==> src/rtl/knn_vote_pkg.sv <==
// ============================================================================
//  knn_vote_pkg : shared state encoding and width helpers for knn_vote
//  Revision     : 1.0
// ============================================================================
`default_nettype none

package knn_vote_pkg;

   typedef enum logic [1:0] {
      ST_IDLE  = 2'd0,
      ST_COUNT = 2'd1,
      ST_SCAN  = 2'd2,
      ST_DONE  = 2'd3
   } state_t;

   function automatic int max_int(input int a, input int b);
      return (a > b) ? a : b;
   endfunction

   // Index width that stays at least one bit for single-entry ranges.
   function automatic int width_of(input int n);
      return (n > 1) ? $clog2(n) : 1;
   endfunction

endpackage

`default_nettype wire

==> src/rtl/knn_vote_argmax.sv <==
// ============================================================================
//  knn_vote_argmax : running best-count/best-class keep register for SCAN
//  Optional macro KNN_VOTE_NEAREST_TIE_EN: equal counts go to nearer class
//  Revision        : 1.0
// ============================================================================
`default_nettype none

module knn_vote_argmax
   import knn_vote_pkg::*;
#(
   parameter int LABEL = 8,
`ifdef KNN_VOTE_NEAREST_TIE_EN
   parameter int SLOT_W = 4,
`endif
   parameter int CNT_W = 4
) (
   input  logic             clk,
   input  logic             rst_n,
   input  logic             i_clr,
   input  logic             i_en,
   input  logic [CNT_W-1:0] i_cnt,
   input  logic [LABEL-1:0] i_cls,
`ifdef KNN_VOTE_NEAREST_TIE_EN
   input  logic [SLOT_W-1:0] i_first,
`endif
   output logic [CNT_W-1:0] o_best_cnt,
   output logic [LABEL-1:0] o_best_cls
);

   logic [CNT_W-1:0] r_best_cnt;
   logic [LABEL-1:0] r_best_cls;
   logic             w_take;

`ifdef KNN_VOTE_NEAREST_TIE_EN
   logic [SLOT_W-1:0] r_best_first;

   // Zero-count classes never win a tie, so all-ones survives an empty vote.
   always_comb begin
      w_take = (i_cnt > r_best_cnt) ||
               ((i_cnt == r_best_cnt) && (i_cnt != '0) && (i_first < r_best_first));
   end

   always_ff @(posedge clk or negedge rst_n) begin
      if (!rst_n) begin
         r_best_first <= '1;
      end else if (i_clr) begin
         r_best_first <= '1;
      end else if (i_en && w_take) begin
         r_best_first <= i_first;
      end
   end
`else
   always_comb begin
      w_take = (i_cnt > r_best_cnt);
   end
`endif

   always_ff @(posedge clk or negedge rst_n) begin
      if (!rst_n) begin
         r_best_cnt <= '0;
         r_best_cls <= '1;
      end else if (i_clr) begin
         r_best_cnt <= '0;
         r_best_cls <= '1;
      end else if (i_en && w_take) begin
         r_best_cnt <= i_cnt;
         r_best_cls <= i_cls;
      end
   end

   assign o_best_cnt = r_best_cnt;
   assign o_best_cls = r_best_cls;

endmodule

`default_nettype wire

==> src/rtl/knn_vote.sv <==
// ============================================================================
//  knn_vote : majority-vote classifier over the N nearest neighbour labels
//  Optional macro KNN_VOTE_NEAREST_TIE_EN: nearest-first-occurrence tie-break
//  Revision : 1.0
// ============================================================================
`default_nettype none

module knn_vote
   import knn_vote_pkg::*;
#(
   parameter int LABEL       = 8,
   parameter int N_Neighbour = 10,
   parameter int N_CLASSES   = 10
) (
   input  logic                               clk,
   input  logic                               rst_n,
   input  logic                               start,
   input  logic [LABEL*N_Neighbour-1:0]       Neighbour_info,
   output logic                               busy,
   output logic                               done,
   output logic [LABEL-1:0]                   class_out,
   output logic [$clog2(N_Neighbour+1)-1:0]   votes_out,
   output logic                               no_class
);

   localparam int c_cnt_w  = $clog2(N_Neighbour + 1);
   localparam int c_cls_w  = width_of(N_CLASSES);
   localparam int c_slot_w = width_of(N_Neighbour);
   localparam int c_idx_w  = max_int(c_cls_w, c_slot_w);

   state_t                       r_state;
   logic [LABEL*N_Neighbour-1:0] r_shadow;
   logic [c_idx_w-1:0]           r_idx;
   logic [c_cnt_w-1:0]           r_cnt [N_CLASSES];

   logic [LABEL-1:0]   w_label;
   logic               w_valid;
   logic [c_cls_w-1:0] w_lbl_cls;
   logic [c_cls_w-1:0] w_scan_cls;
   logic               w_last_slot;
   logic               w_last_cls;
   logic [c_cnt_w-1:0] w_best_cnt;
   logic [LABEL-1:0]   w_best_cls;

   assign w_label     = r_shadow[r_idx*LABEL +: LABEL];
   assign w_valid     = (w_label < LABEL'(N_CLASSES));
   assign w_lbl_cls   = w_label[c_cls_w-1:0];
   assign w_scan_cls  = r_idx[c_cls_w-1:0];
   assign w_last_slot = (r_idx == c_idx_w'(N_Neighbour - 1));
   assign w_last_cls  = (r_idx == c_idx_w'(N_CLASSES - 1));

`ifdef KNN_VOTE_NEAREST_TIE_EN
   logic [c_slot_w-1:0] r_first [N_CLASSES];
   logic [c_slot_w-1:0] w_slot;

   assign w_slot = r_idx[c_slot_w-1:0];

   // Only the first hit of a class records its slot; later hits are farther.
   always_ff @(posedge clk or negedge rst_n) begin
      if (!rst_n) begin
         for (int i = 0; i < N_CLASSES; i++) r_first[i] <= '1;
      end else if (r_state == ST_COUNT && w_valid && r_cnt[w_lbl_cls] == '0) begin
         r_first[w_lbl_cls] <= w_slot;
      end
   end
`endif

   knn_vote_argmax #(
      .LABEL  (LABEL),
`ifdef KNN_VOTE_NEAREST_TIE_EN
      .SLOT_W (c_slot_w),
`endif
      .CNT_W  (c_cnt_w)
   ) u_argmax (
      .clk        (clk),
      .rst_n      (rst_n),
      .i_clr      (r_state == ST_COUNT),
      .i_en       (r_state == ST_SCAN),
      .i_cnt      (r_cnt[w_scan_cls]),
      .i_cls      (LABEL'(r_idx)),
`ifdef KNN_VOTE_NEAREST_TIE_EN
      .i_first    (r_first[w_scan_cls]),
`endif
      .o_best_cnt (w_best_cnt),
      .o_best_cls (w_best_cls)
   );

   always_ff @(posedge clk or negedge rst_n) begin
      if (!rst_n) begin
         r_state   <= ST_IDLE;
         r_shadow  <= '0;
         r_idx     <= '0;
         for (int i = 0; i < N_CLASSES; i++) r_cnt[i] <= '0;
         busy      <= 1'b0;
         done      <= 1'b0;
         class_out <= '1;
         votes_out <= '0;
         no_class  <= 1'b1;
      end else begin
         done <= 1'b0;
         case (r_state)
            ST_IDLE: begin
               if (start) begin
                  r_shadow <= Neighbour_info;
                  for (int i = 0; i < N_CLASSES; i++) r_cnt[i] <= '0;
                  r_idx    <= '0;
                  busy     <= 1'b1;
                  r_state  <= ST_COUNT;
               end
            end
            ST_COUNT: begin
               if (w_valid) r_cnt[w_lbl_cls] <= r_cnt[w_lbl_cls] + c_cnt_w'(1);
               if (w_last_slot) begin
                  r_idx   <= '0;
                  r_state <= ST_SCAN;
               end else begin
                  r_idx <= r_idx + c_idx_w'(1);
               end
            end
            ST_SCAN: begin
               if (w_last_cls) r_state <= ST_DONE;
               else            r_idx   <= r_idx + c_idx_w'(1);
            end
            ST_DONE: begin
               class_out <= w_best_cls;
               votes_out <= w_best_cnt;
               no_class  <= (w_best_cnt == '0);
               done      <= 1'b1;
               busy      <= 1'b0;
               r_state   <= ST_IDLE;
            end
            default: r_state <= ST_IDLE;
         endcase
      end
   end

endmodule

`default_nettype wire

==> config.mk <==
export PLATFORM = sky130hd
export DESIGN_NAME = knn_vote
export DESIGN_NICKNAME = d
export VERILOG_FILES = /design/src/rtl/knn_vote_pkg.sv /design/src/rtl/knn_vote_argmax.sv /design/src/rtl/knn_vote.sv
export SDC_FILE = /design/constraint.sdc
export NUM_CORES = 1
export LEC_CHECK = 0
export BUFFER_PORTS_ARGS = -buffer_cell sky130_fd_sc_hd__clkbuf_2
export CORE_MARGIN = 2
export CORE_UTILIZATION = 35
export CTS_CLUSTER_SIZE = 24
export DETAILED_ROUTE_END_ITERATION = 6
export GPL_ROUTABILITY_DRIVEN = 0
export GPL_TIMING_DRIVEN = 0
export SYNTH_ARGS = -nofsm -noshare
export SYNTH_HDL_FRONTEND = slang
export SYNTH_HIERARCHICAL = 1
export SYNTH_SLANG_ARGS = --single-unit
export TNS_END_PERCENT = 5
==> constraint.sdc <==
create_clock -name clk -period 3 [get_ports clk]
set_clock_uncertainty 0.1 [all_clocks]
set_input_delay 0.6 -clock clk [delete_from_list [all_inputs] [get_ports clk]]
set_output_delay 0.6 -clock clk [all_outputs]
set_load 0.05 [all_outputs]
==> results of run 1 <==
[layer usage]
| layer | part of all wire, % | vias up | wire [um] |
|---|---|---|---|
| li1 | - | 2704 | - |
| met1 | 46 | 2941 | 9300 |
| met5 | 0 | - | 0 |
| met3 | 5.6 | 24 | 1120 |
| met2 | 47 | 175 | 9340 |
| met4 | 1.5 | 0 | 303 |
[report_power, final]
part           internal (W)  total (W)  switching (W)
clock               0.00117    0.00214       0.000968
sequential          0.00293    0.00343       0.000500
combinational       0.00256    0.00565        0.00309
[flip-flops by register name, summed over array words and instances, names as in the netlist, 2 cells and up]
register	flops
votes_out	4
r_state	2
u_argmax/o_best_cnt	4
r_cnt	40
r_idx	4
class_out	8
r_shadow	80
u_argmax/o_best_cls	8
[cells in the mapped netlist (3+ instances only)]
master and number:
a221oi_1 4, a211oi_1 3, dfrtp_1 136, nor2b_1 6, o22ai_1 3, buf_1 7
and2b_1 3, nor3_1 6, clkbuf_1 15, nor2_1 41, buf_2 13, nand4_1 4
a311oi_1 3, mux2i_1 45, a21oi_1 13, nor4_1 13, a21o_1 4, mux2_2 102
o21ai_0 38, buf_12 3, nand2b_1 9, o21ai_1 6, dfstp_2 17, o41ai_2 9
ha_1 11, nand2_1 73, inv_1 21, nand3_1 4, mux4_2 12
[cell type report]
class / count / area [um^2]
clock inverter: 15 / 161
sequential: 153 / 3850
timing repair buffer: 119 / 726
inverter: 21 / 78.8
fill: 2042 / 12100
clock buffer: 17 / 425
multi-input combinational: 458 / 4020
tap: 280 / 350
buffer: 40 / 338
[worst max path at each step]
stage / end
CTS: r_cnt[35]
detailed placement: r_cnt[26]
finish: r_cnt[6]
floorplan: r_cnt[17]
global route: r_cnt[29]
global placement: r_idx[0]
[critical path, stage by stage, from the launching register on]
cell and delay (ps):
dfrtp_2 470, buf_8 170, buf_12 130, mux2i_2 140, a31oi_2 260, a31o_1 200
buf_6 140, mux2i_2 230, o32ai_2 120, a311oi_2 340, nor2_1 80, ha_1 240
xnor2_2 260, nand2_4 150, o22ai_2 190
[cell usage in the layout, fill, tap and decap left out, types with 4 or more instances in the layout]
| master | n |
|---|---|
| buf_6 | 8 |
| nand3_1 | 4 |
| mux4_2 | 13 |
| clkinvlp_4 | 5 |
| buf_1 | 7 |
| o41ai_2 | 7 |
| inv_1 | 20 |
| nand2_1 | 70 |
| dfstp_2 | 17 |
| dfrtp_1 | 133 |
| ha_1 | 11 |
| o21ai_1 | 26 |
| buf_4 | 22 |
| conb_1 | 4 |
| o21ai_0 | 18 |
| clkbuf_16 | 19 |
| nor2_1 | 38 |
| nand2b_1 | 9 |
| a21oi_1 | 12 |
| mux2i_1 | 40 |
| nor3_1 | 6 |
| nand4_1 | 4 |
| mux2_2 | 102 |
| nor4_1 | 10 |
| buf_12 | 4 |
| clkbuf_1 | 10 |
| a21o_1 | 4 |
| nor2b_4 | 4 |
| clkbuf_2 | 97 |
[cells by family after synthesis]
| logic type | after synthesis |
|---|---|
| xor+xnor | 2 |
| compound gates | 114 |
| other cells | 1 |
| mux | 160 |
| flops | 153 |
| simple gates | 167 |
| buf+inv | 62 |
| fa+ha+maj | 11 |
[through the flow]
step                hold slack (ps)  utilization (%)  std cells  total power (W)
floorplan                       204                -        673          0.00691
global placement                380             39.8       1050          0.00806
detailed placement              387             40.0       1051          0.00814
CTS                            6.59             44.3       1097           0.0109
global route                   14.0             45.2       1103           0.0119
finish                         1.56             45.2       1103           0.0112
[repair_timing]
item	in CTS	in global routing
pin swaps	9	12
buffers inserted	14	5
setup endpoints to repair	52	52
gates resized for setup	71	33
cloned	1	1
==> results.cfg, run 1 <==
[grt]
grt_use_total_pct = 17.6
grt_overflow = 0
met3_usage_pct = 4.29
grt_max_degree = 108
met1_usage_pct = 24.4
antenna_found_initial = 0
use_met2_pct = 27.7
grt_pass1_wl_um = 32900
grt_pass1_vias = 6001
gr-max-usage-layer = met2

[yosys]
synth_top_family_by_area = multiplexers
ys_ff_latch = 153
synthSimpleGateAreaFrac_pct = 9.96
yosysWarnings = 6
synth-main-ff-cell = dfrtp_1
synth.largest_area_cell = dfrtp_1
yosys.area_share.adder_pct = 1.74
synth_edf_count = 0
synth_compound_area_share_pct = 11.1
synthArstFlopShare_pct = 100
syn-cell-area_um2 = 7910
syn_area_per_cell_um2 = 11.8
synthDistinctLibCells = 67
synthMuxAreaShare_pct = 24.0
synth_top_area_share_pct = 43.1
yosysSeqAreaShare_pct = 48.7
synth_area_leaders = dfrtp_1, mux2_2, mux2i_1, dfstp_2, nand2_1
synth_cells = 670
synth_xor_area_share_pct = 0.459

[timing]
worst_slew_pin_slew_ps = 725
max_freq_mhz = 301
finalHoldViolCount = 0
rsz0062_at_grt = yes
final-max-slew-violation-count = 0
setup_violations = 52
tns_ps = -11340
finalWorstSetupSlack_ps = -323
finalCritPeriodShare_pct = 111
period_needed_ps = 3320
max_slew_margin_pct = 51.2

[routing]
drt_first_pass_iters = 5
wl_um = 20100
drtIter0Drc = 420
vias = 5844
viasPerCell = 5.30
detail-route-antenna-nets = 0
drc = 0
wl_per_cell_um = 18.2

[clock_network]
cts_tree = built
clkSinkCount = 153
cts_made_buffers = 17
root_buffer = clkbuf_16
clk_pin_slew_ps = 70
clock_latency_ps = 430
h-tree-depth = 4
cts_hold_buf = 0
clockBufferDepth = 2

[worst_setup_path]
worstSetupPathType = flip-flop to flip-flop
r2r_slack_ps = -320
worst_ep_required_time_ps = 3240
reg2reg_depth = 14
r2r_start = r_idx[0]
crit_path_end_kind = flip-flop
start_kind = flip-flop
worstPathMaxFanout = 8
worstPathArrival_ps = 3570
worst_r2r_endpoint = r_cnt[6]
critical_path.startpoint = r_idx[0]

[flow_run]
drv_cap = 0

[power_and_ir_drop]
p_per_area_nw_per_um2 = 1130
peakVddDrop_mv = 0.456
p_leak_nw = 4.22

[floorplanning]
ios = 98
die_width_um = 154
initial_core_util_pct = 35.9
core_area_um2 = 22000
row_count = 54
dieArea_um2 = 23800
die_height_um = 154

[run_status]
failed_checks = negative setup slack
outcome = finished, violations left

[layout]
synthToLayoutAreaGrowth_pct = 26.0
nets = 904
n_antenna_cell = 0
drive_gt1_share_pct = 44.6
finalInstanceArea_um2 = 9960

[placed_design]
io_buffers = 97
hpwl_um = 14200
dpl_cell_area_um2 = 8810
dp_slack_ps = -774

[hold_path]
hold_path_class = primary input to async pin
Note: power is estimated with default switching activity, not from simulation.
==> run 2: changes to the inputs <==
CTS_CLUSTER_SIZE = unset   (was 24)
SYNTH_HIERARCHICAL = unset   (was 1)
TNS_END_PERCENT = 10   (was 5)
==> results.cfg, run 2 <==
[worst_setup_path]
critPathMaxStageDelay_ps = 360
cp_cell_sequence = buf_6 > buf_12 > buf_12 > mux2i_4 > a22oi_2 > a31oi_4 > buf_12 > mux2i_1 > o22ai_2 > o21ai_2 > inv_1 > ha_4 > nor2b_4 > mux2_2 > a22o_1
crit_top_cell = buf_12
worstPathMaxFanout = 6
r2r_start = r_idx[1]
slowest_stage = dfrtp_1
reg2reg_depth = 15
worstSetupPathType = flip-flop to flip-flop
worst_ep_required_time_ps = 3210
start_kind = flip-flop
crit_path_end_kind = flip-flop
worstPathArrival_ps = 3430
r2r_slack_ps = -220
worst_r2r_endpoint = r_cnt[25]

[layout]
drive_gt1_share_pct = 47.3
layout_commonest_cell = dfrtp_1
largest-register = r_shadow
utilization_pct = 46.0
n_antenna_cell = 0
reg_top3 = r_shadow: 80 flops, r_cnt: 40 flops
n_fill_cell = 1893
layout_common_cells = dfrtp_1, mux2_2, clkbuf_2
nets = 869
synthToLayoutAreaGrowth_pct = 29.4
largest_register_ffs = 80
regArea_um2 = 3690
multi_input_area_um2 = 3810

[timing]
worst_slew_pin_slew_ps = 737
finalWorstSetupSlack_ps = -220
final-max-slew-violation-count = 0
max_freq_mhz = 311
finalHoldViolCount = 0
finalCritPeriodShare_pct = 107
rsz0062_at_grt = yes
setup_violations = 48
period_needed_ps = 3220
hold_ws_ps = 62.0
max_slew_margin_pct = 50.9

[hold_path]
hold_path_class = primary input to async pin

[clock_network]
clock_latency_ps = 430
root_buffer = clkbuf_16
clk_pin_slew_ps = 60
cts_hold_buf = 0
cts_made_buffers = 17
cts_tree = built
h-tree-depth = 4
clockBufferDepth = 2
clkSinkCount = 147

[placed_design]
dp_slack_ps = -872
io_buffers = 97
hpwl_um = 13400

[power_and_ir_drop]
p_clk_share_pct = 19.4
p_switching_w = 0.00432
swShare_pct = 37.9
internal_power_w = 0.00706
seqPwrFrac_pct = 30.0
peakVddDrop_mv = 0.600
p_per_area_nw_per_um2 = 1180
p_leak_nw = 4.16
p_comb_share_pct = 50.6

[yosys]
yosysSeqAreaShare_pct = 49.4
synthSimpleGateAreaFrac_pct = 8.36
yosysWarnings = 0
synthArstFlopShare_pct = 100
ys_ff_latch = 147
syn_area_per_cell_um2 = 11.9
syn-cell-area_um2 = 7480
yosysMostFrequentCell = dfrtp_1
synth_edf_count = 0
synth_top_family_by_area = multiplexers
synth_xor_area_share_pct = 0.335
synthDistinctLibCells = 65
synth_top_area_share_pct = 45.5
synth_cells = 628
synth.largest_area_cell = dfrtp_1
yosys.area_share.adder_pct = 1.84
synth_common_cells = dfrtp_1, mux2_2, nand2_1
synth.net_count = 722
synth_area_leaders = dfrtp_1, mux2_2, mux2i_1, dfstp_2, mux4_2
synthMuxAreaShare_pct = 24.1
synth-main-ff-cell = dfrtp_1
synth_compound_area_share_pct = 12.0

[grt]
use_met2_pct = 28.6
grt_pass1_vias = 5690
grt_max_degree = 81
met1_usage_pct = 23.5
grt_use_total_pct = 17.9
met3_usage_pct = 5.24
gr-max-usage-layer = met2
antenna_found_initial = 0
grt_pass1_wl_um = 31000
grt_overflow = 0

[routing]
vias = 5529
drc = 0
detail-route-antenna-nets = 0
drtIter0Drc = 294
drt_first_pass_iters = 4
viasPerCell = 5.20
wl_um = 18900
wl_per_cell_um = 17.8

[floorplanning]
die_width_um = 150
ios = 98
core_area_um2 = 21000
die_height_um = 150
dieArea_um2 = 22600
row_count = 53
initial_core_util_pct = 35.6

[run_status]
outcome = finished, violations left
failed_checks = negative setup slack

[flow_run]
drv_cap = 0
## run 2: changes by cell type after synthesis, sizes merged, moves of 8 or more
| cell | change |
|---|---|
| a22o | +19 |
| mux2i | -10 |
| o41ai | -8 |
| o21ai | -15 |
| o31ai | +10 |
| nand2 | -22 |
| nor2 | -15 |
## run 2: metal layers
metal,part of all wire [%],routed length (um)
met4,1.8,332
met5,0,0
met2,49,9180
met3,5.8,1090
met1,44,8280
## run 2: worst max path at each step
stage,from,end,slack [ps],cells after the start
2_1_floorplan,r_idx[1],r_cnt[1],-40,15
3_3_place_gp,rst_n,r_cnt[38],-1330,1
3_5_place_dp,r_idx[2],r_cnt[5],-870,13
4_1_cts,r_idx[1],r_cnt[1],-180,15
5_1_grt,r_idx[0],u_argmax.o_best_cls[2],-370,16
6_report,r_idx[1],r_cnt[25],-220,15
## run 2: what timing repair did
action / in CTS / in global routing
resized for setup: 79 / 24
cloned: 3 / 0
buffers inserted: 27 / 1
pin swaps: 16 / 13
endpoints found under the setup margin: 49 / 49
## run 2: power by group through the flow
stage          clock [W]  sequential (W)  combinational (W)
2_1_floorplan          0         0.00344            0.00346
3_3_place_gp           0         0.00338            0.00458
3_5_place_dp           0         0.00341            0.00464
4_1_cts          0.00226         0.00340            0.00561
5_1_grt          0.00235         0.00352            0.00623
6_report         0.00221         0.00341            0.00576
## run 2: layout make-up
type / instances / share of cell area [%]
plain buffers: 40 / 3.32
clock buffers: 18 / 4.43
clock inverters: 14 / 1.85
inverters: 15 / 0.595
multi-input cells: 425 / 39.4
flip-flops and latches: 147 / 38.2
well taps: 275 / 3.56
repair buffers: 129 / 8.71
## run 2: through the flow
| stage | area [um^2] | total power [W] | TNS (ps) | cells |
|---|---|---|---|---|
| final | 9680 | 0.0114 | -7460 | 1063 |
| after global placement | 8350 | 0.00796 | -211820 | 1000 |
| after detailed placement | 8390 | 0.00805 | -28900 | 1001 |
| after global routing | 9680 | 0.0121 | -14620 | 1063 |
| after floorplan | 7520 | 0.00690 | -211 | 628 |
| after CTS | 9580 | 0.0113 | -6720 | 1063 |
## run 2: logic make-up after synthesis
logic type / after synthesis
compound gates: 126
fa+ha+maj: 11
simple gates: 132
xor+xnor: 2
buf+inv: 56
flops: 147
mux: 154
## run 2: worst max-delay path, delay by kind of cell (launching register included)
kind            cells  cell delay [ps]
compound gates      5              870
mux                 3              740
buf+inv             5              640
flops               1              360
fa+ha+maj           1              250
simple gates        1              130
